<file path="src/rtl/shared_mem_arbiter.sv">
// rtl/shared_mem_arbiter.sv - round-robin arbiter sharing one sync-read memory among NUM_REQ requesters
// Supports locked (atomic) sequences with an idle-timeout forced release.
module shared_mem_arbiter #(
  parameter int NUM_REQ      = 2,
  parameter int DATA_WIDTH   = 32,
  parameter int LOCK_TIMEOUT = 16
) (
  input  logic                            clk,
  input  logic                            arst_n,
  input  logic [NUM_REQ-1:0]              req_valid,
  input  logic [NUM_REQ-1:0]              req_we,
  input  logic [NUM_REQ-1:0]              req_lock,
  input  logic [NUM_REQ*DATA_WIDTH-1:0]   req_addr,
  input  logic [NUM_REQ*DATA_WIDTH-1:0]   req_wdata,
  input  logic [NUM_REQ*DATA_WIDTH/8-1:0] req_mask,
  output logic [NUM_REQ-1:0]              req_ready,
  output logic [NUM_REQ-1:0]              rsp_valid,
  output logic [DATA_WIDTH-1:0]           rsp_rdata,
  input  logic [DATA_WIDTH-1:0]           core_in_mem_data_out,
  output logic [DATA_WIDTH-1:0]           core_out_mem_addr_in,
  output logic [DATA_WIDTH-1:0]           core_out_mem_data_in,
  output logic                            core_out_mem_we_in,
  output logic [DATA_WIDTH/8-1:0]         core_out_mem_mask_in
);

  localparam int IDX_W  = $clog2(NUM_REQ);
  localparam int MASK_W = DATA_WIDTH / 8;
  localparam int CNT_W  = $clog2(LOCK_TIMEOUT + 1);
  localparam logic [IDX_W:0]   NUM_REQ_W = (IDX_W+1)'(NUM_REQ);
  localparam logic [IDX_W-1:0] LAST_IDX  = IDX_W'(NUM_REQ - 1);
  localparam logic [CNT_W-1:0] CNT_MAX   = CNT_W'(LOCK_TIMEOUT - 1);

  typedef enum logic {IDLE, LOCKED} state_t;

  state_t             state_q, state_d;
  logic [IDX_W-1:0]   rr_ptr_q, rr_ptr_d;
  logic [IDX_W-1:0]   owner_q, owner_d;
  logic [CNT_W-1:0]   idle_cnt_q, idle_cnt_d;
  logic [NUM_REQ-1:0] rsp_pend_q;

  logic               gnt_any;
  logic [IDX_W-1:0]   gnt_idx;
  logic [IDX_W:0]     scan;

  // Grant selection: in LOCKED only the owner may win, otherwise rotate from rr_ptr.
  always_comb begin
    gnt_any = 1'b0;
    gnt_idx = '0;
    scan    = '0;
    if (state_q == LOCKED) begin
      gnt_any = req_valid[owner_q];
      gnt_idx = owner_q;
    end else begin
      for (int k = 0; k < NUM_REQ; k++) begin
        scan = {1'b0, rr_ptr_q} + (IDX_W+1)'(k);
        if (scan >= NUM_REQ_W) scan = scan - NUM_REQ_W;
        if (!gnt_any && req_valid[scan[IDX_W-1:0]]) begin
          gnt_any = 1'b1;
          gnt_idx = scan[IDX_W-1:0];
        end
      end
    end
  end

  always_comb begin
    req_ready            = '0;
    core_out_mem_addr_in = '0;
    core_out_mem_data_in = '0;
    core_out_mem_we_in   = 1'b0;
    core_out_mem_mask_in = '0;
    for (int i = 0; i < NUM_REQ; i++) begin
      if (gnt_any && gnt_idx == IDX_W'(i)) begin
        req_ready[i]         = 1'b1;
        core_out_mem_addr_in = req_addr[i*DATA_WIDTH +: DATA_WIDTH];
        core_out_mem_data_in = req_wdata[i*DATA_WIDTH +: DATA_WIDTH];
        core_out_mem_we_in   = req_we[i];
        core_out_mem_mask_in = req_mask[i*MASK_W +: MASK_W];
      end
    end
  end

  always_comb begin
    state_d    = state_q;
    owner_d    = owner_q;
    idle_cnt_d = idle_cnt_q;
    rr_ptr_d   = rr_ptr_q;
    if (gnt_any) rr_ptr_d = (gnt_idx == LAST_IDX) ? '0 : gnt_idx + 1'b1;
    case (state_q)
      IDLE: begin
        if (gnt_any && req_lock[gnt_idx]) begin
          state_d    = LOCKED;
          owner_d    = gnt_idx;
          idle_cnt_d = '0;
        end
      end
      LOCKED: begin
        // An owner grant always beats an expiring counter.
        if (gnt_any) begin
          idle_cnt_d = '0;
          if (!req_lock[gnt_idx]) state_d = IDLE;
        end else if (idle_cnt_q == CNT_MAX) begin
          state_d    = IDLE;
          idle_cnt_d = '0;
        end else begin
          idle_cnt_d = idle_cnt_q + 1'b1;
        end
      end
      default: state_d = IDLE;
    endcase
  end

  always_ff @(posedge clk or negedge arst_n) begin
    if (!arst_n) begin
      state_q    <= IDLE;
      owner_q    <= '0;
      idle_cnt_q <= '0;
      rr_ptr_q   <= '0;
      rsp_pend_q <= '0;
    end else begin
      state_q    <= state_d;
      owner_q    <= owner_d;
      idle_cnt_q <= idle_cnt_d;
      rr_ptr_q   <= rr_ptr_d;
      rsp_pend_q <= req_ready;
    end
  end

  assign rsp_valid = rsp_pend_q;
  assign rsp_rdata = core_in_mem_data_out;

endmodule

</file>
<file path="config.mk">
export PLATFORM = sky130hd
export DESIGN_NAME = shared_mem_arbiter
export DESIGN_NICKNAME = d
export VERILOG_FILES = /design/src/rtl/shared_mem_arbiter.sv
export SDC_FILE = /design/constraint.sdc
export NUM_CORES = 1
export LEC_CHECK = 0
export ABC_AREA = 1
export CELL_PAD_IN_SITES_DETAIL_PLACEMENT = 1
export CELL_PAD_IN_SITES_GLOBAL_PLACEMENT = 1
export CORE_MARGIN = 2
export CORE_UTILIZATION = 12
export CTS_BUF_LIST = sky130_fd_sc_hd__clkbuf_4 sky130_fd_sc_hd__clkbuf_8
export CTS_CLUSTER_DIAMETER = 150
export DETAILED_ROUTE_END_ITERATION = 10
export MAX_ROUTING_LAYER = met4
export PLACE_DENSITY = 0.93
export SETUP_SLACK_MARGIN = 0.5
export SYNTH_ARGS = -nofsm -noshare
export SYNTH_HDL_FRONTEND = slang
export SYNTH_SLANG_ARGS = --single-unit
</file>
<file path="constraint.sdc">
create_clock -name clk -period 2.1 [get_ports clk]
set_input_delay 0.525 -clock clk [delete_from_list [all_inputs] [get_ports clk]]
set_output_delay 0.525 -clock clk [all_outputs]
set_load 0.05 [all_outputs]
</file>
==> results.cfg <==
[finish]
layout-drive-gt1-share_pct = 55.2
fill_cells = 1486
design_area_um2 = 6370
final_common_cell = clkdlybuf4s50_1
insertedDiodeCount = 0
syn_to_final_growth_pct = 279
finalNetCount = 714
final_cell_mix = clkdlybuf4s50_1, nand2_4, buf_12
final_util_pct = 46.2

[die]
fp-row-count = 43
die_h_um = 122
dieArea_um2 = 15000
io-pin-count = 281
initial_core_util_pct = 12.2
core_area_um2 = 13800
die_x_um = 122

[timing]
hold_viol = 0
final_max_slew_viol_count = 0
worst_pin_slew_ps = 549
fmax_ghz = 0.412
tns_ps = -19780
relSlewSlack_pct = 63.3
skew_ps = 2.52
hold_ws_ps = 540
finalSetupViolCount = 71
worst_slack_ps = -325
period_share_pct = 115
fin_crit_ps = 2420
rsz0062_at_grt = true

[global_route]
grt_pass1_vias = 3302
grt_pass1_wl_mm = 18.1
grt-ovfl-total = 0
grt_antenna_before_repair = 0
grt_use_total_pct = 16.5
grt_start_max_net_pins = 23

[drt]
route.detailed.drc = 0
num_vias = 2937
ant_nets = 0
routedWlPerCell_um = 18.3
drt-vias-per-instance = 4.10
first_iter_violations = 66
wirelength_mm = 13.1
first_pass_iters = 4

[placed_design]
dpl_cell_area_um2 = 5310
portBuffers = 216
dp_hpwl_mm = 8.87
gp_congestion = 0.688

[cts]
cts_max_path_buffers = 2
clk_pin_slew_worst_paths_ps = 60
cts_num_sinks = 10
cts_root_buf = clkbuf_8
cts_buffers = 3
clock_latency_ps = 250
tritoncts = yes
cts-htree-levels = 1

[logic_synthesis]
syn-cell-area_um2 = 1680
synth_cells = 318
synth_simple_gate_area_share_pct = 58.9
syn_area_per_cell_um2 = 5.28
synth_top_family_by_area = simple AND/OR/NAND/NOR gates
synth_compound_area_share_pct = 0.596
synth-adder-area-share_pct = 0.745
seq_area_frac_synth_pct = 14.9
synthDistinctLibCells = 17
yosys_warnings = 0
synth_xor_area_share_pct = 0.521
synthesis.nets = 495
ys_seq_elements = 10
synthMuxAreaShare_pct = 0

[critical_path]
reg2reg_to = idle_cnt_q[3]
crit_type = flop to output pin
start_kind = flop
cp_max_fo = 6
critPathArrivalTime_ps = 1900
r2r_start = owner_q
critPathCaptureType = output pin
worstRegToRegCells = 11
required_ps = 1570
ff2ff_setup_slack_ps = 620

[hold_path]
hp-start = rr_ptr_q
holdPathStages = 2
hp-class = flop to flop
min_to = rr_ptr_q

[power_and_ir_drop]
power.leakage_nw = 2.86
powerDensity_nw_per_um2 = 1510
peakVddDrop_mv = 0.828

[outcome]
violations = negative setup slack
status = complete, but fails checks

[flow_run]
max_cap_violations = 0
[critical path, cell delays in order, from the launching register on]
cell and delay [ps]:
dfrtp_2 460, nand2_4 90, buf_6 110, nand2_4 60, buf_12 130, nor2_8 160
buf_6 130, buf_12 90, buf_16 160, nand2_8 70, nand2_8 60, buf_12 130
[repair_timing]
item,in CTS,in global routing
hold buffers,0,0
setup buffers,16,5
gates resized for setup,86,78
cloned,6,4
endpoints found under the setup margin,82,78
pin swaps,28,17
[Yosys cell counts (all sizes together)]
library cell / instances / area [um^2]
buf: 46 / 372
o21ai: 1 / 5.00
nand4: 8 / 50.1
a21oi: 1 / 5.00
nand3: 6 / 30.0
inv: 10 / 37.5
nor2: 4 / 31.3
or2: 1 / 6.26
ha: 1 / 12.5
nand2: 229 / 872
dfrtp: 10 / 250
xor2: 1 / 8.76
[worst max-delay path by stage]
stage                      start                       end  slack (ps)  cells past startpoint
global route             state_q  core_out_mem_addr_in[26]        -390                     11
global placement    req_valid[1]  core_out_mem_addr_in[31]        -610                     11
CTS                      owner_q  core_out_mem_data_in[17]        -290                     12
finish                   state_q  core_out_mem_addr_in[22]        -320                     11
detailed placement  req_valid[1]  core_out_mem_addr_in[31]        -660                     11
floorplan           req_valid[1]  core_out_mem_addr_in[23]          60                      8
[stage by stage]
step,power [W],setup WS [ps],instances
finish,0.00963,-325,716
detailed placement,0.00776,-660,681
floorplan,0.00460,64.3,318
global placement,0.00763,-607,681
CTS,0.00909,-290,707
global route,0.0100,-386,716
[cell families (layout without fill, tap and decap cells)]
family,count (synthesis),after routing
buffers and inverters,56,274
AOI/OAI and AO/OA,2,2
DFF,10,10
xor gates and xnor gates,1,1
and+or+nand+nor,248,248
adders and majority gates,1,1
[where the power goes]
part	internal (W)	switching [W]
registers	0.000253	0.0000611
logic	0.00425	0.00480
clock network	0.000166	0.0000936
total	0.00467	0.00496
[state kept, by name, indices dropped and copies added (netlist names)]
register,cells
idle_cnt_q,5
owner_q,1
rr_ptr_q,1
rsp_valid,2
state_q,1
[layout make-up]
cell class / instances / area [um^2] / area share, %
well taps: 180 / 225 / 3.54
clock buffers: 4 / 55.1 / 0.864
inverters: 10 / 63.8 / 1.00
repair buffers: 260 / 3570 / 56.0
multi-input cells: 252 / 2210 / 34.7
flip-flops and latches: 10 / 251 / 3.95
[routing by layer]
layer	GRT usage, %	routed length (um)
met1	16.5	4360
met2	31.9	7620
met3	4.18	945
met4	3.59	171
met5	-	0
(Power assumes the default switching activity.)
